### src/rtl/sram_arb_pkg.sv
// Shared definitions for the sram request arbiter.
//   OWNER_*  : owner tag stored per accepted request (which side gets the response)
//   SIZE_*   : sram access size codes
//   sram_req_t : bundle of the request fields muxed onto the memory port
package sram_arb_pkg;

    localparam logic OWNER_INST = 1'b0;
    localparam logic OWNER_DATA = 1'b1;

    localparam logic [1:0] SIZE_B = 2'd0;
    localparam logic [1:0] SIZE_H = 2'd1;
    localparam logic [1:0] SIZE_W = 2'd2;

    typedef struct packed {
        logic        wr;
        logic [1:0]  size;
        logic [3:0]  wstrb;
        logic [31:0] addr;
        logic [31:0] wdata;
    } sram_req_t;

endpackage

### src/rtl/sram_req_arbiter_owner_fifo.sv
// In-order owner FIFO, 1 bit wide.
//   clk, reset : clock, synchronous active-high reset
//   push, din  : write din at the tail (ignored when full)
//   pop        : advance the head (ignored when empty)
//   dout       : current head entry
//   full, empty, count : occupancy status; count has one extra bit
module owner_fifo #(
    parameter int unsigned DEPTH = 4
) (
    input  logic                     clk,
    input  logic                     reset,
    input  logic                     push,
    input  logic                     din,
    input  logic                     pop,
    output logic                     dout,
    output logic                     full,
    output logic                     empty,
    output logic [$clog2(DEPTH):0]   count
);

    localparam int unsigned PW = $clog2(DEPTH);

    logic [DEPTH-1:0] mem_q, mem_d;
    logic [PW-1:0]    wr_ptr_q, wr_ptr_d;
    logic [PW-1:0]    rd_ptr_q, rd_ptr_d;
    logic [PW:0]      cnt_q, cnt_d;
    logic             do_push, do_pop;

    always_comb begin
        mem_d    = mem_q;
        wr_ptr_d = wr_ptr_q;
        rd_ptr_d = rd_ptr_q;
        cnt_d    = cnt_q;
        do_push  = push && !full;
        do_pop   = pop && !empty;
        // Pointers wrap naturally since DEPTH is a power of two.
        if (do_push) begin
            mem_d[wr_ptr_q] = din;
            wr_ptr_d        = wr_ptr_q + PW'(1);
        end
        if (do_pop) begin
            rd_ptr_d = rd_ptr_q + PW'(1);
        end
        unique case ({do_push, do_pop})
            2'b10:   cnt_d = cnt_q + (PW+1)'(1);
            2'b01:   cnt_d = cnt_q - (PW+1)'(1);
            default: cnt_d = cnt_q;
        endcase
    end

    always_ff @(posedge clk) begin
        if (reset) begin
            mem_q    <= '0;
            wr_ptr_q <= '0;
            rd_ptr_q <= '0;
            cnt_q    <= '0;
        end else begin
            mem_q    <= mem_d;
            wr_ptr_q <= wr_ptr_d;
            rd_ptr_q <= rd_ptr_d;
            cnt_q    <= cnt_d;
        end
    end

    assign dout  = mem_q[rd_ptr_q];
    assign full  = (cnt_q == (PW+1)'(DEPTH));
    assign empty = (cnt_q == '0);
    assign count = cnt_q;

endmodule

### src/rtl/sram_req_arbiter.sv
// Shares one sram-like memory port between instruction fetch (inst) and load/store (data).
//   inst_sram_* / data_sram_* : requester ports (req/wr/size/wstrb/addr/wdata in,
//                               addr_ok/data_ok/rdata out)
//   mem_*                     : downstream request out, mem_addr_ok/mem_data_ok/mem_rdata in
//   outst_cnt                 : accepted-but-unanswered request count
//   err_stray_ok              : sticky, set by a response arriving with nothing outstanding
// Data wins arbitration unless inst has waited through STARVE_LIMIT data grants.
// Each accepted request's owner is queued so in-order responses route back correctly.
module sram_req_arbiter
    import sram_arb_pkg::*;
#(
    parameter int unsigned OUTST_DEPTH  = 4,
    parameter int unsigned STARVE_LIMIT = 4
) (
    input  logic                         clk,
    input  logic                         reset,
    input  logic                         inst_sram_req,
    input  logic                         inst_sram_wr,
    input  logic [1:0]                   inst_sram_size,
    input  logic [3:0]                   inst_sram_wstrb,
    input  logic [31:0]                  inst_sram_addr,
    input  logic [31:0]                  inst_sram_wdata,
    output logic                         inst_sram_addr_ok,
    output logic                         inst_sram_data_ok,
    output logic [31:0]                  inst_sram_rdata,
    input  logic                         data_sram_req,
    input  logic                         data_sram_wr,
    input  logic [1:0]                   data_sram_size,
    input  logic [3:0]                   data_sram_wstrb,
    input  logic [31:0]                  data_sram_addr,
    input  logic [31:0]                  data_sram_wdata,
    output logic                         data_sram_addr_ok,
    output logic                         data_sram_data_ok,
    output logic [31:0]                  data_sram_rdata,
    output logic                         mem_req,
    output logic                         mem_wr,
    output logic [1:0]                   mem_size,
    output logic [3:0]                   mem_wstrb,
    output logic [31:0]                  mem_addr,
    output logic [31:0]                  mem_wdata,
    input  logic                         mem_addr_ok,
    input  logic                         mem_data_ok,
    input  logic [31:0]                  mem_rdata,
    output logic [$clog2(OUTST_DEPTH):0] outst_cnt,
    output logic                         err_stray_ok
);

    localparam int unsigned SW = $clog2(STARVE_LIMIT + 1);

    logic [SW-1:0]               starve_q, starve_d;
    logic                        err_stray_q, err_stray_d;
    logic                        sel_data, sel_inst, fire, pop;
    logic                        fifo_full, fifo_empty, fifo_head;
    logic [$clog2(OUTST_DEPTH):0] fifo_count;
    sram_req_t                   inst_r, data_r, mem_r;

    assign inst_r = '{wr: inst_sram_wr, size: inst_sram_size, wstrb: inst_sram_wstrb,
                      addr: inst_sram_addr, wdata: inst_sram_wdata};
    assign data_r = '{wr: data_sram_wr, size: data_sram_size, wstrb: data_sram_wstrb,
                      addr: data_sram_addr, wdata: data_sram_wdata};

    always_comb begin
        sel_data = 1'b0;
        sel_inst = 1'b0;
        // Full blocks new requests even if a pop lands this cycle, keeping
        // mem_data_ok off the mem_req path.
        if (!reset && !fifo_full) begin
            sel_data = data_sram_req && !(inst_sram_req && starve_q == SW'(STARVE_LIMIT));
            sel_inst = inst_sram_req && !sel_data;
        end
        mem_r = sel_data ? data_r : (sel_inst ? inst_r : '0);
        fire  = (sel_data || sel_inst) && mem_addr_ok;
        pop   = !reset && mem_data_ok && !fifo_empty;

        starve_d = starve_q;
        if (!inst_sram_req || (fire && sel_inst)) begin
            starve_d = '0;
        end else if (fire && sel_data && starve_q != SW'(STARVE_LIMIT)) begin
            starve_d = starve_q + SW'(1);
        end

        err_stray_d = err_stray_q || (mem_data_ok && fifo_empty);
    end

    always_ff @(posedge clk) begin
        if (reset) begin
            starve_q    <= '0;
            err_stray_q <= 1'b0;
        end else begin
            starve_q    <= starve_d;
            err_stray_q <= err_stray_d;
        end
    end

    owner_fifo #(
        .DEPTH (OUTST_DEPTH)
    ) u_owner_fifo (
        .clk   (clk),
        .reset (reset),
        .push  (fire),
        .din   (sel_data ? OWNER_DATA : OWNER_INST),
        .pop   (pop),
        .dout  (fifo_head),
        .full  (fifo_full),
        .empty (fifo_empty),
        .count (fifo_count)
    );

    assign mem_req           = sel_data || sel_inst;
    assign mem_wr            = mem_r.wr;
    assign mem_size          = mem_r.size;
    assign mem_wstrb         = mem_r.wstrb;
    assign mem_addr          = mem_r.addr;
    assign mem_wdata         = mem_r.wdata;
    assign data_sram_addr_ok = sel_data && mem_addr_ok;
    assign inst_sram_addr_ok = sel_inst && mem_addr_ok;
    assign data_sram_data_ok = pop && (fifo_head == OWNER_DATA);
    assign inst_sram_data_ok = pop && (fifo_head == OWNER_INST);
    // rdata is broadcast; consumers qualify it with their data_ok.
    assign inst_sram_rdata   = reset ? '0 : mem_rdata;
    assign data_sram_rdata   = reset ? '0 : mem_rdata;
    assign outst_cnt         = reset ? '0 : fifo_count;
    assign err_stray_ok      = err_stray_q && !reset;

endmodule

### config.mk
export PLATFORM = sky130hd
export DESIGN_NAME = sram_req_arbiter
export DESIGN_NICKNAME = d
export VERILOG_FILES = /design/src/rtl/sram_arb_pkg.sv /design/src/rtl/sram_req_arbiter_owner_fifo.sv /design/src/rtl/sram_req_arbiter.sv
export SDC_FILE = /design/constraint.sdc
export NUM_CORES = 1
export LEC_CHECK = 0
export ABC_AREA = 1
export CORE_AREA = 3 3 124 126
export CTS_CLUSTER_DIAMETER = 50
export DETAILED_ROUTE_END_ITERATION = 12
export DIE_AREA = 0 0 127 129
export DONT_BUFFER_PORTS = 1
export MAX_ROUTING_LAYER = met4
export PLACE_DENSITY_LB_ADDON = 0.2
export SYNTH_ARGS = -nofsm -noshare
export SYNTH_HDL_FRONTEND = slang
export SYNTH_HIERARCHICAL = 1
export SYNTH_SLANG_ARGS = --single-unit
export TNS_END_PERCENT = 5
### constraint.sdc
create_clock -name clk -period 5.9 [get_ports clk]
set_input_delay 0.59 -clock clk [delete_from_list [all_inputs] [get_ports clk]]
set_output_delay 0.59 -clock clk [all_outputs]
set_load 0.02 [all_outputs]
Word level (Yosys, flattened, before mapping)
Cells that the tools add are included.

word-level totals
  register bits = 15
  bits of input ports = 180
  output and inout bits = 144
  word-level logic and storage cells = 64

operators by class
  $add $sub $neg = 5
  $lt $le $gt $ge = 3
  equal/unequal tests = 5
  mux-type cells = 13
  bitwise gates (word level) = 1
  reductions and logical operators = 31

operator list
  operator                                                                              count
  71-bit 2-to-1 mux                                                                     2
  32-bit 2-to-1 mux                                                                     1
  1-bit logical AND                                                                     19
  3-bit by 1-bit adder with 3-bit output (second input constant)                        2
  3-bit equality test (second input constant)                                           2
  1-bit logical NOT                                                                     6
  2-bit by 3-bit less-than comparator with 1-bit output (second input constant)         2
  3-bit one-hot mux with 2 select lines                                                 1
  1-bit 2-to-1 mux                                                                      5
  2-bit by 1-bit adder with 2-bit output (second input constant)                        2
  4-bit bitwise mux                                                                     1
  3-bit logical NOT                                                                     1
  1-bit logical OR                                                                      3
  3-bit 2-to-1 mux                                                                      1
  3-bit != test (second input constant)                                                 1
  3-bit by 1-bit subtractor with 3-bit output (second input constant)                   1
  1-bit binary-select mux with 2-bit select                                             1
  1-bit demux with 2-bit select                                                         1
  2-bit by 1-bit equality test with 1-bit output (second input constant)                1
  2-bit equality test (second input constant)                                           1
  2-bit by 1-bit greater-or-equal comparator with 1-bit output (second input constant)  1
  2-bit nonzero test                                                                    1
  2-bit OR reduction                                                                    1
  1-bit NOT                                                                             1

Longest topological paths before layout
Gate-level depths: netlist of the first run.

  depth in word-level cells = 12
  gate-level depth with buffers = 17

Modules after synthesis
The synthesis of the first run kept the hierarchy.

modules (own cells, without submodules)
  module            instances  cells each  area an instance (um^2)  sequential area each (um^2)
  sram_req_arbiter  1          387         1,886.8                  80.1
  owner_fifo        1          98          676.9                    220.2

Worst setup path before layout of the first run
Ideal clock, no wire load.

  path type = reg-to-reg
  from = register u_owner_fifo.cnt_q[0] (netlist: u_owner_fifo/count[0])
  to = register u_owner_fifo.cnt_q[1] (netlist: u_owner_fifo/count[1])
  setup time = 70 ps
  data arrival time = 2,362 ps
  path slack = 3,468 ps
  stages on the path, launching flop included = 13
  buffers on the path = 1
  cells stage by stage = dfxtp_1 > nor2_2 > nand2_2 > buf_6 > inv_1 > nor3_4 > nand2_1 > a21oi_1 > nand2_1 > ha_1 > inv_1 > fa_1 > a21oi_1

on the way
  cells in the longest elaborated chain, start to end = 9
  elaborated cells between the ends (all ways) = 18
  classes of those cells = 2 x add/sub; 3 x eq/ne; 3 x mux; 10 x reduce/logical

RTL lines
  what                                                                                          RTL line                           RTL
  start: declaration                                                                            sram_req_arbiter_owner_fifo.sv:26  logic [PW:0] cnt_q, cnt_d;
  start signal: assignment                                                                      sram_req_arbiter_owner_fifo.sv:61  cnt_q <= cnt_d;
  3-bit equality test (*)                                                                       sram_req_arbiter_owner_fifo.sv:66  assign full = (cnt_q == (PW+1)'(DEPTH));
  named net fifo_full                                                                           sram_req_arbiter.sv:53             logic fifo_full, fifo_empty, fifo_head;
  1-bit logical NOT (*)                                                                         sram_req_arbiter.sv:67             if (!reset && !fifo_full) begin
  1-bit logical AND (*)                                                                         sram_req_arbiter.sv:67
  1-bit 2-to-1 mux                                                                              sram_req_arbiter.sv:67
  1-bit logical OR (*)                                                                          sram_req_arbiter.sv:72             fire = (sel_data || sel_inst) && mem_addr_ok;
  1-bit logical AND (*)                                                                         sram_req_arbiter.sv:72
  named net fire                                                                                sram_req_arbiter.sv:52             logic sel_data, sel_inst, fire, pop;
  1-bit logical AND (*)                                                                         sram_req_arbiter_owner_fifo.sv:34  do_push = push && !full;
  2-bit by 1-bit equality test with 1-bit output / 2-bit equality test (equally long branches)  sram_req_arbiter_owner_fifo.sv:44  unique case ({do_push, do_pop})
  3-bit one-hot mux with 2 select lines / 2-bit nonzero test (equally long branches)            -

Mark *: on every way through the listed nets, which the timed path passes. The rest lies on a longest branch.
A chain may end at the register's enable or synchronous reset.

Final worst setup path of the first run
  from = register starve_q[0]
  to = register u_owner_fifo.cnt_q[1] (netlist: u_owner_fifo/count[1])

on the way
  cells in the longest elaborated chain, start to end = 12
  elaborated cells between the ends (all ways) = 15
  classes of those cells = 3 x eq/ne; 3 x mux; 9 x reduce/logical

RTL lines
  what                                                                                          RTL line                           RTL
  start: declaration                                                                            sram_req_arbiter.sv:50             logic [SW-1:0] starve_q, starve_d;
  start signal: assignment                                                                      sram_req_arbiter.sv:90             starve_q <= starve_d;
  3-bit equality test (*)                                                                       sram_req_arbiter.sv:68             sel_data = data_sram_req && !(inst_sram_req && starve_q == SW'(STARVE_LIMIT));
  1-bit logical AND (*)                                                                         sram_req_arbiter.sv:68
  1-bit logical NOT (*)                                                                         sram_req_arbiter.sv:68
  1-bit logical AND (*)                                                                         sram_req_arbiter.sv:68
  1-bit logical NOT                                                                             sram_req_arbiter.sv:69             sel_inst = inst_sram_req && !sel_data;
  1-bit logical AND                                                                             sram_req_arbiter.sv:69
  1-bit 2-to-1 mux                                                                              sram_req_arbiter.sv:67
  1-bit logical OR (*)                                                                          sram_req_arbiter.sv:72
  1-bit logical AND (*)                                                                         sram_req_arbiter.sv:72
  named net fire                                                                                sram_req_arbiter.sv:52
  1-bit logical AND (*)                                                                         sram_req_arbiter_owner_fifo.sv:34
  2-bit by 1-bit equality test with 1-bit output / 2-bit equality test (equally long branches)  sram_req_arbiter_owner_fifo.sv:44
  3-bit one-hot mux with 2 select lines / 2-bit nonzero test (equally long branches)            -

Marks and branches as above.

==> results.txt, run 1 <==
The flow ran to the end, and the final reports show no timing, DRC or antenna violations. The count of mapped cells out of synthesis is 485. The critical path ends at u_owner_fifo/count[1].

Traced cell by cell, the critical path runs through inv_1, ha_1, nand3_1, nand2_2, nand2_1, a21oi_1, nand2_1, ha_1, inv_1, fa_1, a21oi_1. The count of hold-fix buffers inserted at cts is 0, and the largest voltage drop on the vdd net is 0.111 mV. For this run, the number of Yosys warnings is 6. The run gives 0.864 as the final weighted congestion of routability-driven global placement.

The final setup violation count was 0. For this configuration, the core starts out at a cell density of 17.8%. Setup repair after global routing left no endpoint under its margin. The tools report the setup clock skew after layout as 0.00467 ns.

The pre-antenna-repair detailed-routing pass consisted of 6 iterations. Leaving out fill and tap cells, the most frequent cell in the layout is nand2_1. The die is 129 um tall.

The fraction of layout instances using a drive strength above 1 is 3.48%. The number of gates resized after CTS was 0. The final-report hold violation count is 0.

The final routed wirelength across all metal layers was 8890 um. Data on the critical path arrives at its endpoint at 3.95 ns. Including well taps, the total number of placed cells is 611. The startpoint identified for the worst hold timing path is reset. The end of the worst register-to-register path is u_owner_fifo/count[1]. For this design the static power due to leakage is 0.00135 uW. The critical path's largest stage delay was 0.92 ns. The critical path in this run is classified as reg -> reg. The CTS H-tree depth came out at 1. The slowest stage of the critical path is the nand2_2 cell. The logs give 2560 um^2 for the netlist area before placement and 2430 um^2 for the area of all placed cells without fillers. Once layout is complete, the cells apart from fillers number 615. The total overflow reported by the global router is 0, and the average cell area after synthesis is 5.29 um^2.

The worst path uses 63.9% of the clock period. Global routing used 9.20% of the available tracks across all layers. Compared with the post-synthesis result, the final layout area differs by -5.03%.

For the pin with the worst max-slew slack, the measured transition is 1.27 ns. The tools report the kind of start point of the critical path as a flip-flop. The placed instance area is 2360 um^2, and the number of vias per cell after detailed routing is 4.44. The critical path contains buffers and inverters numbering 2 combined. The area of the die is 16400 um^2, and the post-CTS repair timing setup buffer count is 0. For the worst setup path, the data required time is 6.08 ns.

The placeable core area is 14400 um^2, and the power density over the cells is 171 nW/um^2. The number of cells on the worst reg-to-reg path is 11, and the post-synth net total is 673. Among cell families on the critical path, the largest total delay comes from simple AND/OR/NAND/NOR gates. After legalization and detailed placement, the total HPWL measured 7530 um. The endpoint class of the critical path was a flip-flop. The tools report the number of primary I/O pins as 324.

The die is 127 um wide. For the number of inserted filler cells in the final layout, the log shows 1718. The tree is rooted in a clkbuf_16.

In this run the deepest clock path goes through 2 buffers. Time the final worst path needs with I/O delays and setup: 3.77 ns. Once detail routing completed, the nets flagged for antenna violations numbered 0. The beginning of the worst register-to-register path is starve_q[0]. For the number of antenna violations at the first check in global routing, the log shows 0. The count of buffers from port buffering came out at 0. The site row count is 44, and the maximum clock rate is 0.265 GHz. The path class of the tightest hold or removal check is in -> reg. The number of clock buffers added by TritonCTS is 3.

TritonCTS built the clock tree. After detailed routing, the average wire length per cell comes to 14.5 um. The tools report the pin count of the biggest net entering global routing as 74. Reported max-cap violation count: 0.

The top cell types in the final layout, fill and taps aside, are nand2_1, nand3_1, inv_1, nor2_1, dfxtp_1. After clock tree synthesis, the clock-pin slew on the worst setup and hold paths is 0.05 ns. The final layout net count came out at 620. The first global-routing pass estimated 12000 um of wire.

The via count is 2730, and the summed negative setup slack over all endpoints is 0 ns. The critical path crosses 11 cells after its start point. The logs give 2.13 ns for the worst reg-to-reg setup slack and 2305 for the number of global-route vias before repair. For this design, the sink count on the clock tree is 15. The synthesized design contains 15 register bits. The sequential share of the synthesized area was 11.7%. The repair_antennas step left the layout with diodes totalling 0. The final-report max-slew violation count was 0; the initial detailed-routing violation count was 92.

The launch point of the worst path is starve_q[0]. In this run the tightest slew margin relative to its limit is 15.1%. For the post-synthesis cell type count, the log shows 21. The remaining design rule violation count is 0, and the largest fanout on the critical path is 73.

The clock insertion delay at the later pin of the skew report is 0.25 ns.
==> layout make-up <==
cell class / instances / area [um^2] / share of cell area [%]
multi-input combinational: 342 / 1560 / 64.0
sequential: 15 / 300 / 12.3
inverter: 69 / 259 / 10.6
tap: 184 / 230 / 9.46
clock buffer: 4 / 78.8 / 3.24
timing repair buffer: 1 / 7.51 / 0.308
==> power by group <==
group | internal, uW | leakage, uW | switching, uW
combinational | 28.9 | 0.00119 | 146
clock | 91.6 | 0.0000382 | 42.1
sequential | 105 | 0.000122 | 3.04
==> flip-flops by register name, indices dropped and copies added (netlist names) <==
name,cells
u_owner_fifo/mem_q,4
starve_q,3
u_owner_fifo/count,3
u_owner_fifo/rd_ptr_q,2
u_owner_fifo/wr_ptr_q,2
err_stray_q,1
==> cell usage after synthesis (all sizes together) <==
master    n  area (um^2)
nand3    86          455
clkbuf    1         3.75
dfxtp    15          300
ha        7         87.6
a21oi    10         50.1
inv      69          259
nor2     52          200
o22ai     1         6.26
o21ai     8         40.0
xor2      1         8.76
nand2   170          641
buf      58          444
nand4     5         31.3
fa        1         20.0
nor3      1         16.3
==> metal layers <==
layer,share of wire (%),vias to the layer above,track usage [%]
li1,-,1344,-
met1,39,1253,11.2
met2,51,129,16.3
met3,8.2,4,1.25
met4,0.88,0,1.89
met5,0,-,-
==> worst register-to-register path: stages (launching register included) <==
cell     delay, ns
dfxtp_1       0.32
inv_1         0.08
ha_1          0.19
nand3_1       0.15
nand2_2       0.92
nand2_1       0.17
a21oi_1       0.72
nand2_1       0.22
ha_1          0.27
inv_1         0.08
fa_1          0.41
a21oi_1       0.15
==> cells by family (layout without fill, tap and decap cells) <==
kind of cell / Yosys count / in the layout / synth area share (%)
buf+inv: 128 / 74 / 27.6
flops: 15 / 15 / 11.7
compound gates: 19 / 19 / 3.76
fa+ha+maj: 8 / 8 / 4.20
xor+xnor: 1 / 1 / 0.342
simple gates: 314 / 314 / 52.4
==> per-stage QoR <==
step | setup WS, ns | power [uW] | utilization, % | hold slack, ns
final | 2.13 | 417 | 16.9 | 0.414
after global placement | 2.29 | 285 | 16.3 | 0.450
after CTS | 2.15 | 425 | 16.9 | 0.403
after detailed placement | 2.16 | 286 | 16.3 | 0.447
after floorplan | 3.47 | 291 | - | 0.436
after global routing | 1.72 | 441 | 16.9 | 0.409
==> worst min path at each step <==
stage | depth (start not counted) | slack, ns | end
4_1_cts | 1 | 0.40 | u_owner_fifo/wr_ptr_q[0]
2_1_floorplan | 2 | 0.44 | err_stray_q
6_report | 1 | 0.41 | u_owner_fifo/wr_ptr_q[0]
3_3_place_gp | 2 | 0.45 | err_stray_q
3_5_place_dp | 2 | 0.45 | err_stray_q
5_1_grt | 1 | 0.41 | u_owner_fifo/wr_ptr_q[0]
(Power assumes the default switching activity.)
==> run 2: changes to the inputs <==
==> constraint.sdc (replaced) <==
create_clock -name clk -period 3.1 [get_ports clk]
set_input_delay 0.31 -clock clk [delete_from_list [all_inputs] [get_ports clk]]
set_output_delay 0.31 -clock clk [all_outputs]
set_load 0.02 [all_outputs]
==> run 2 against run 1 <==
Utilization increased by 0.25 points; via count grew 2.2%; sequential share of layout area down 0.18 points; total power increased by 93%; register-to-register slack lost 1.4 ns; combinational power up 93%; global-route usage is 0.054 points higher; hold slack worse by 0.29 ns; critical endpoint is now mem_wdata[12]; largest power group unchanged; highest routed layer unchanged.
==> results.txt, run 2 (same netlist as run 1, synthesis figures left out) <==
Highest metal layer with signal wires: met4. The tools report the reported max-cap violation count as 0 (unchanged). The count of hold-fix buffers inserted at cts was 0 (unchanged). The most common cell after layout, fill and taps aside was nand2_1.

Maximum clock rate: 0.385 GHz. TritonCTS built the clock tree. The detailed-route wire length per cell was 14.4 um (about the same); the final setup slack of the worst path was 0.501 ns (-1.63 ns). The final-report max-slew violation count was 0 (unchanged). For the count of cells resized by post-cts repair, the log shows 0 (unchanged). The run gives 15 (unchanged) as the TritonCTS sink count. The run gives 3 (unchanged) as the number of CTS-inserted buffers.

The die span in y was 129 um (unchanged); the final weighted congestion of routability-driven global placement was 0.806 (-6.7%). For the final layout net count, the log shows 623 (+0.48%). The number of nets with antenna violations after routing is 0 (unchanged), and the final hold slack is 0.128 ns (-0.286 ns). The number of diodes was 0 (unchanged). The actual slew at the worst max-slew pin came out at 0.833 ns (-0.436 ns).

Remaining design rule violation count: 0 (unchanged). The top cell types in the final layout, fill and taps aside, are nand2_1, nand3_1, inv_1, nor2_1, dfxtp_1. The fraction of layout instances using a drive strength above 1 was 4.38% (+0.90 points); the global-route total usage across every layer was 9.25% (+0.054 points). The largest fanout on the critical path was 72 (-1.4%).

The tools report the maximum buffer depth of the clock tree as 2 (unchanged). The arrival time reported for the critical path endpoint is 2.29 ns (-1.66 ns). STA classifies the critical path endpoint as an output pin.

The CTS clock-pin slew for the worst setup and hold paths was 0.05 ns (about the same); the die outline width was 127 um (unchanged). The logs give 0.00101 ns (-0.00365 ns) for the setup clock skew after layout and 14400 um^2 (unchanged) for the placeable core area. The final routed wirelength across all metal layers was 8920 um (+0.39%); the first-pass GRT wire length was 11900 um (-0.34%).

Total iterations of the first detailed-routing run: 4 (-2). For the worst reg-to-reg setup slack, the log shows 0.70 ns (-1.43 ns). After layout, the worst path uses 83.8% of the clock period. The logs give 0.25 ns (about the same) for the clock insertion delay at the later pin of the skew report and 44.3% (+29 points) for the worst-case headroom to the max-slew limit. Register with the highest flop count: u_owner_fifo/mem_q.

The site row count was 44 (unchanged); the initial cell density of the core was 17.8% (unchanged). The logs give 712 um (-2.9%) for the detailed-routed wire length on met3 and 1 (unchanged) for the CTS H-tree depth. The signal on the critical path passes through nor2_2, nand2_2, inv_1, nor3_4, buf_4, nand3_1, nand2_1.

The kind of start point of the critical path was a flip-flop. The critical path's largest stage delay was 0.54 ns (-0.38 ns); the number of vias per cell after detailed routing was 4.51 (+1.7%). The initial detailed-routing violation count is 231 (+150%). The tools report the summed negative setup slack over all endpoints as 0 ns (unchanged).

For the area of the die, the log shows 16400 um^2 (unchanged). Met2 routed wirelength: 4440 um (-2.8%). The cell sitting at the root of the clock tree is a clkbuf_16. Relative to the synthesized area, the layout overhead comes to -3.61%. The number of primary I/O pins was 324 (unchanged). The flip-flop count of the largest register, all copies and words added works out to 4 (unchanged). The logs give 0 (unchanged) for the post-CTS repair timing setup buffer count and 2231 (-3.2%) for the number of global-route vias before repair. The leakage power total is 0.00137 uW (+1.6%).

The tools report the via count as 2789 (+2.2%). The power density over the cells was 326 nW/um^2 (+90%). The run gives 0.704 ns (-1.45 ns) as the pre-CTS worst setup slack. Setup repair after global routing left no endpoint under its margin. The type of the most critical hold path is in -> reg. The critical path in this run is classified as reg -> out. The pin count of the biggest net entering global routing came out at 73 (-1.4%).

The post-route core utilization is 17.1% (+0.25 points), and the final-report hold violation count is 0 (unchanged). The count of buffers from port buffering works out to 0 (unchanged). The total overflow reported by the global router is 0 (unchanged), and the number of antenna violations at the first check in global routing is 0 (unchanged).

The flow ran to the end, and the final reports show no timing, DRC or antenna violations. Slowest stage cell on the critical path: buf_4. The placed wire-length estimate is 7520 um (-0.10%), and the post-route met1 wirelength is 3610 um (+3.1%).

The tools report the largest voltage drop on the vdd net as 0.163 mV (+47%). The run gives 2.79 ns (-3.29 ns) as the required time at the worst-slack endpoint. The final setup violation count is 0 (unchanged), and the time the final worst path needs with I/O delays and setup is 2.60 ns.

Total power draw: 805 uW (+93%).
[run 2: cell count changes in the layout (fill, tap and decap cells not counted), sizes merged]
| cell | previous run | this run |
|---|---|---|
| buf | 1 | 4 |
| clkbuf | 4 | 3 |
| clkinv | 0 | 1 |
[run 2: layout make-up]
type                            instances  area, um^2
Clock buffer                            3        75.1
Clock inverter                          1        5.00
Fill cell                            1699       12000
Inverter                               69         259
Multi-Input combinational cell        342        1560
Sequential cell                        15         300
Tap cell                              184         230
Timing Repair Buffer                    4        42.5
[run 2: worst paths after layout]
| kind | from | end | depth (start not counted) |
|---|---|---|---|
| max | u_owner_fifo/count[0] | mem_wdata[12] | 7 |
| min | reset | u_owner_fifo/wr_ptr_q[0] | 1 |
| max reg2reg | u_owner_fifo/count[0] | u_owner_fifo/count[1] | 11 |
| min reg2reg | err_stray_q | err_stray_q | 2 |
[run 2: metrics by stage]
stage,instances,cell area (um^2)
after floorplan,485,2560
after global placement,614,2390
after detailed placement,614,2390
after CTS,618,2470
after global routing,618,2470
final,618,2470
[run 2: power by group]
part | internal, uW | switching, uW | total (uW)
registers | 200 | 5.94 | 206
logic | 58.4 | 279 | 338
clock network | 173 | 88.3 | 261
total | 431 | 374 | 805
[run 2: worst max-delay path, delay by kind of cell (launching register included)]
kind / cells / cell delay [ns]
buffers and inverters: 2 / 0.66
DFF: 1 / 0.40
and+or+nand+nor: 5 / 0.90
[run 2: per-layer routing]
layer,vias up,global-route usage [%]
met2,139,15.3
met4,0,2.21
li1,1352,-
met1,1289,12.1
met5,-,-
met3,9,1.04
==> run 3: changes to the inputs <==
==> constraint.sdc (replaced) <==
create_clock -name clk -period 2.2 [get_ports clk]
set_input_delay 0.22 -clock clk [delete_from_list [all_inputs] [get_ports clk]]
set_output_delay 0.22 -clock clk [all_outputs]
set_load 0.02 [all_outputs]
==> run 3 against run 2 <==
Via count rose by 0.22%; register-to-register slack worse by 0.56 ns; utilization is 0.75 points higher; total power is 43% higher; combinational power rose by 47%; setup slack worse by 0.38 ns; first-iteration DRC count did not move; critical path depth did not move; clock skew increased by 0.00075 ns; routed wire length is 4.3% higher; clock power up 38%; hold slack worse by 0.088 ns.
==> results.txt, run 3 (same netlist as run 1, synthesis figures left out) <==
The run finished with clean final reports. The final layout net count is 629 (+0.96%). The most common cell after layout, fill and taps aside is nand2_1. The run gives 620 (+0.98%) as the number of placed instances, taps included. The tools report the net switching power of the design as 526 uW (+41%). In the layout the commonest cells are nand2_1, nand3_1, inv_1, nor2_1, dfxtp_1. The first-pass GRT wire length came out at 12500 um (+5.0%). The worst hold path belongs to the class in -> reg. The final-report hold violation count is 0 (unchanged), and the detailed-route wire length per cell is 14.9 um (+3.3%).

The run gives 2795 (+0.22%) as the via count. The die outline width was 127 um (unchanged). The initial cell density of the core came out at 17.8% (unchanged). Critical path start-end classification: reg -> out. For the post-CTS repair timing setup buffer count, the log shows 0 (unchanged). The cell internal power dissipation is 624 uW (+45%). The global-route total usage across every layer is 9.83% (+0.57 points), and the required time at the worst-slack endpoint is 1.98 ns (-0.81 ns). The final setup violation count was 0 (unchanged); the clock insertion delay at the later pin of the skew report was 0.24 ns (about the same). The tools report the pre-CTS worst setup slack as 0.0265 ns (-0.677 ns).

For the final weighted congestion of routability-driven global placement, the log shows 0.833 (+3.3%). For the count of non-filler cells in the finished layout, the log shows 624 (+0.97%). The flip-flop count of the largest register, all copies and words added was 4 (unchanged). The CTS H-tree depth came out at 1 (unchanged). For this run, the top clock speed supported by timing is 0.480 GHz. The number of primary I/O pins is 324 (unchanged), and the total overflow reported by the global router is 0 (unchanged).

The count of buffering cells on the critical path with inverters included is 2 (unchanged), and the site row count is 44 (unchanged). The post-route core utilization is 17.9% (+0.75 points), and the remaining design rule violation count is 0 (unchanged). Power density over the cells: 446 nW/um^2 (+37%).

Setup repair after global routing could not meet its margin everywhere. The die span in y was 129 um (unchanged); the reported max-cap violation count was 0 (unchanged). For the final-report max-slew violation count, the log shows 0 (unchanged).

The post-route met1 wirelength was 3900 um (+7.8%); the TritonCTS sink count was 15 (unchanged). The endpoint class of the critical path is an output pin. The kind of start point of the critical path is a flip-flop. The CTS clock-pin slew for the worst setup and hold paths came out at 0.05 ns (about the same).

The sequential share of power was 25.4% (-0.2 points). The largest voltage drop on the vdd net came out at 0.228 mV (+40%). The final setup slack of the worst path came out at 0.117 ns (-0.384 ns). The tools report the pin count of the biggest net entering global routing as 73 (unchanged). The number of antenna violations at the first check in global routing came out at 0 (unchanged). The area of all placed cells without fillers came out at 2580 um^2 (+4.4%). The cell sitting at the root of the clock tree is a clkbuf_16. Critical path's largest stage delay: 0.33 ns (-0.21 ns).

The highest metal layer carrying signal wires in the routed design is met4. The logs give 0 (unchanged) for the count of hold-fix buffers inserted at cts and 2 (unchanged) for the maximum buffer depth of the clock tree. The run gives 755 um (+6.0%) as the detailed-routed wire length on met3. The run gives 231 (unchanged) as the initial detailed-routing violation count. The tools report the setup clock skew after layout as 0.00177 ns (+0.000754 ns).

Area of the die: 16400 um^2 (unchanged). Traced cell by cell, the critical path runs through inv_1, ha_1, nand3_2, nand2_2, buf_8, nand3_1, nand2_1. Arrival time reported for the critical path endpoint: 1.86 ns (-0.43 ns). The fraction of power spent switching nets came out at 45.7% (-0.70 points). The logs give 14400 um^2 (unchanged) for the placeable core area and 43.3% (+1.3 points) for the combinational fraction of design power. Broken down by cell family, the worst path's largest delay share belongs to simple AND/OR/NAND/NOR gates. After layout, the worst path uses 94.7% of the clock period. The number of vias per cell after detailed routing came out at 4.48 (-0.75%). The number of inserted filler cells in the final layout is 1706 (+0.41%), and the worst-case headroom to the max-slew limit is 42.4% (-1.8 points). Part of the total power dissipated in the clock network: 31.4% (-1.0 points).

The placed wire-length estimate is 7880 um (+4.8%), and the time the final worst path needs with I/O delays and setup is 2.08 ns. The logs give 3 (unchanged) for the number of CTS-inserted buffers and 0 (unchanged) for the number of diodes. The leakage power total was 0.00141 uW (+3.0%).

The number of global-route vias before repair was 2378 (+6.6%); the largest fanout on the critical path was 72 (unchanged). The fraction of layout instances using a drive strength above 1 was 8.18% (+3.8 points). The count of buffers from port buffering was 0 (unchanged); the final routed wirelength across all metal layers was 9310 um (+4.3%).

The actual slew at the worst max-slew pin is 0.861 ns (+0.0276 ns). The placed instance area is 2470 um^2 (+3.4%), and the met2 routed wirelength is 4570 um (+2.8%). The total iterations of the first detailed-routing run is 4 (unchanged). TritonCTS built the clock tree.

The total power draw was 1150 uW (+43%). The number of nets with antenna violations after routing came out at 0 (unchanged). u_owner_fifo/mem_q holds more flip-flops than any other register.

The slowest stage of the critical path belongs to the cell buf_8. Area added between synthesis and finish: 0.634%.
-- run 3: changes by cell type in the layout (fill, tap and decap cells not counted), moves of 2 or more --
| cell | change |
|---|---|
| buf_12 | +2 |
| nand2_1 | -2 |
| buf_8 | +2 |
| dfxtp_2 | +4 |
| inv_1 | -2 |
| buf_4 | +2 |
| dfxtp_1 | -4 |
| nand2_2 | +2 |
-- run 3: per-layer routing --
layer / track usage (%) / up-vias
met5: - / -
met4: 1.26 / 0
met3: 1.70 / 4
met2: 16.3 / 131
met1: 12.9 / 1302
li1: - / 1358
-- run 3: worst paths after layout --
check              startpoint                  endpoint  slack (ns)  depth (start not counted)
setup / recovery  starve_q[0]             mem_wdata[29]        0.12                          7
hold / removal          reset  u_owner_fifo/wr_ptr_q[0]        0.04                          1
setup reg to reg  starve_q[0]     u_owner_fifo/count[2]        0.14                         16
hold reg to reg   err_stray_q               err_stray_q        0.46                          2
-- run 3: power groups by stage --
| stage | sequential [uW] | combinational (uW) | clock (uW) |
|---|---|---|---|
| 6_report | 292 | 497 | 361 |
| 3_5_place_dp | 298 | 497 | 0 |
| 5_1_grt | 293 | 542 | 385 |
| 4_1_cts | 292 | 499 | 370 |
| 3_3_place_gp | 297 | 494 | 0 |
| 2_1_floorplan | 295 | 487 | 0 |
-- run 3: cell type report --
type                            count  area, um^2  share of cell area (%)
Clock buffer                        3        75.1                    2.91
Clock inverter                      1        5.00                   0.194
Inverter                           69         262                    10.1
Multi-Input combinational cell    342        1580                    61.1
Sequential cell                    15         305                    11.8
Tap cell                          184         230                    8.92
Timing Repair Buffer               10         128                    4.95
-- run 3: worst register-to-register path: stages, from the launching register on --
cell     delay [ns]
dfxtp_2        0.33
inv_1          0.05
ha_1           0.22
nand3_2        0.11
nand2_2        0.08
nand2_2        0.09
a21oi_2        0.07
nand2_2        0.08
ha_2           0.18
inv_2          0.04
fa_1           0.37
inv_1          0.06
nand2_1        0.04
nand3_1        0.08
nand2_1        0.05
nand2_1        0.05
nor2_1         0.04
-- run 3: what timing repair did --
item | 4_1_cts | 5_1_grt
setup endpoints to repair | 72 | 72
resized for setup | 2 | 9
cloned | 0 | 0
-- run 3: metrics by stage --
step | hold WS [ns] | TNS, ns
finish | 0.0392 | 0
global route | 0.0302 | -0.0134
CTS | 0.0407 | 0
detailed placement | 0.300 | 0
global placement | 0.297 | 0
floorplan | 0.289 | -0.154
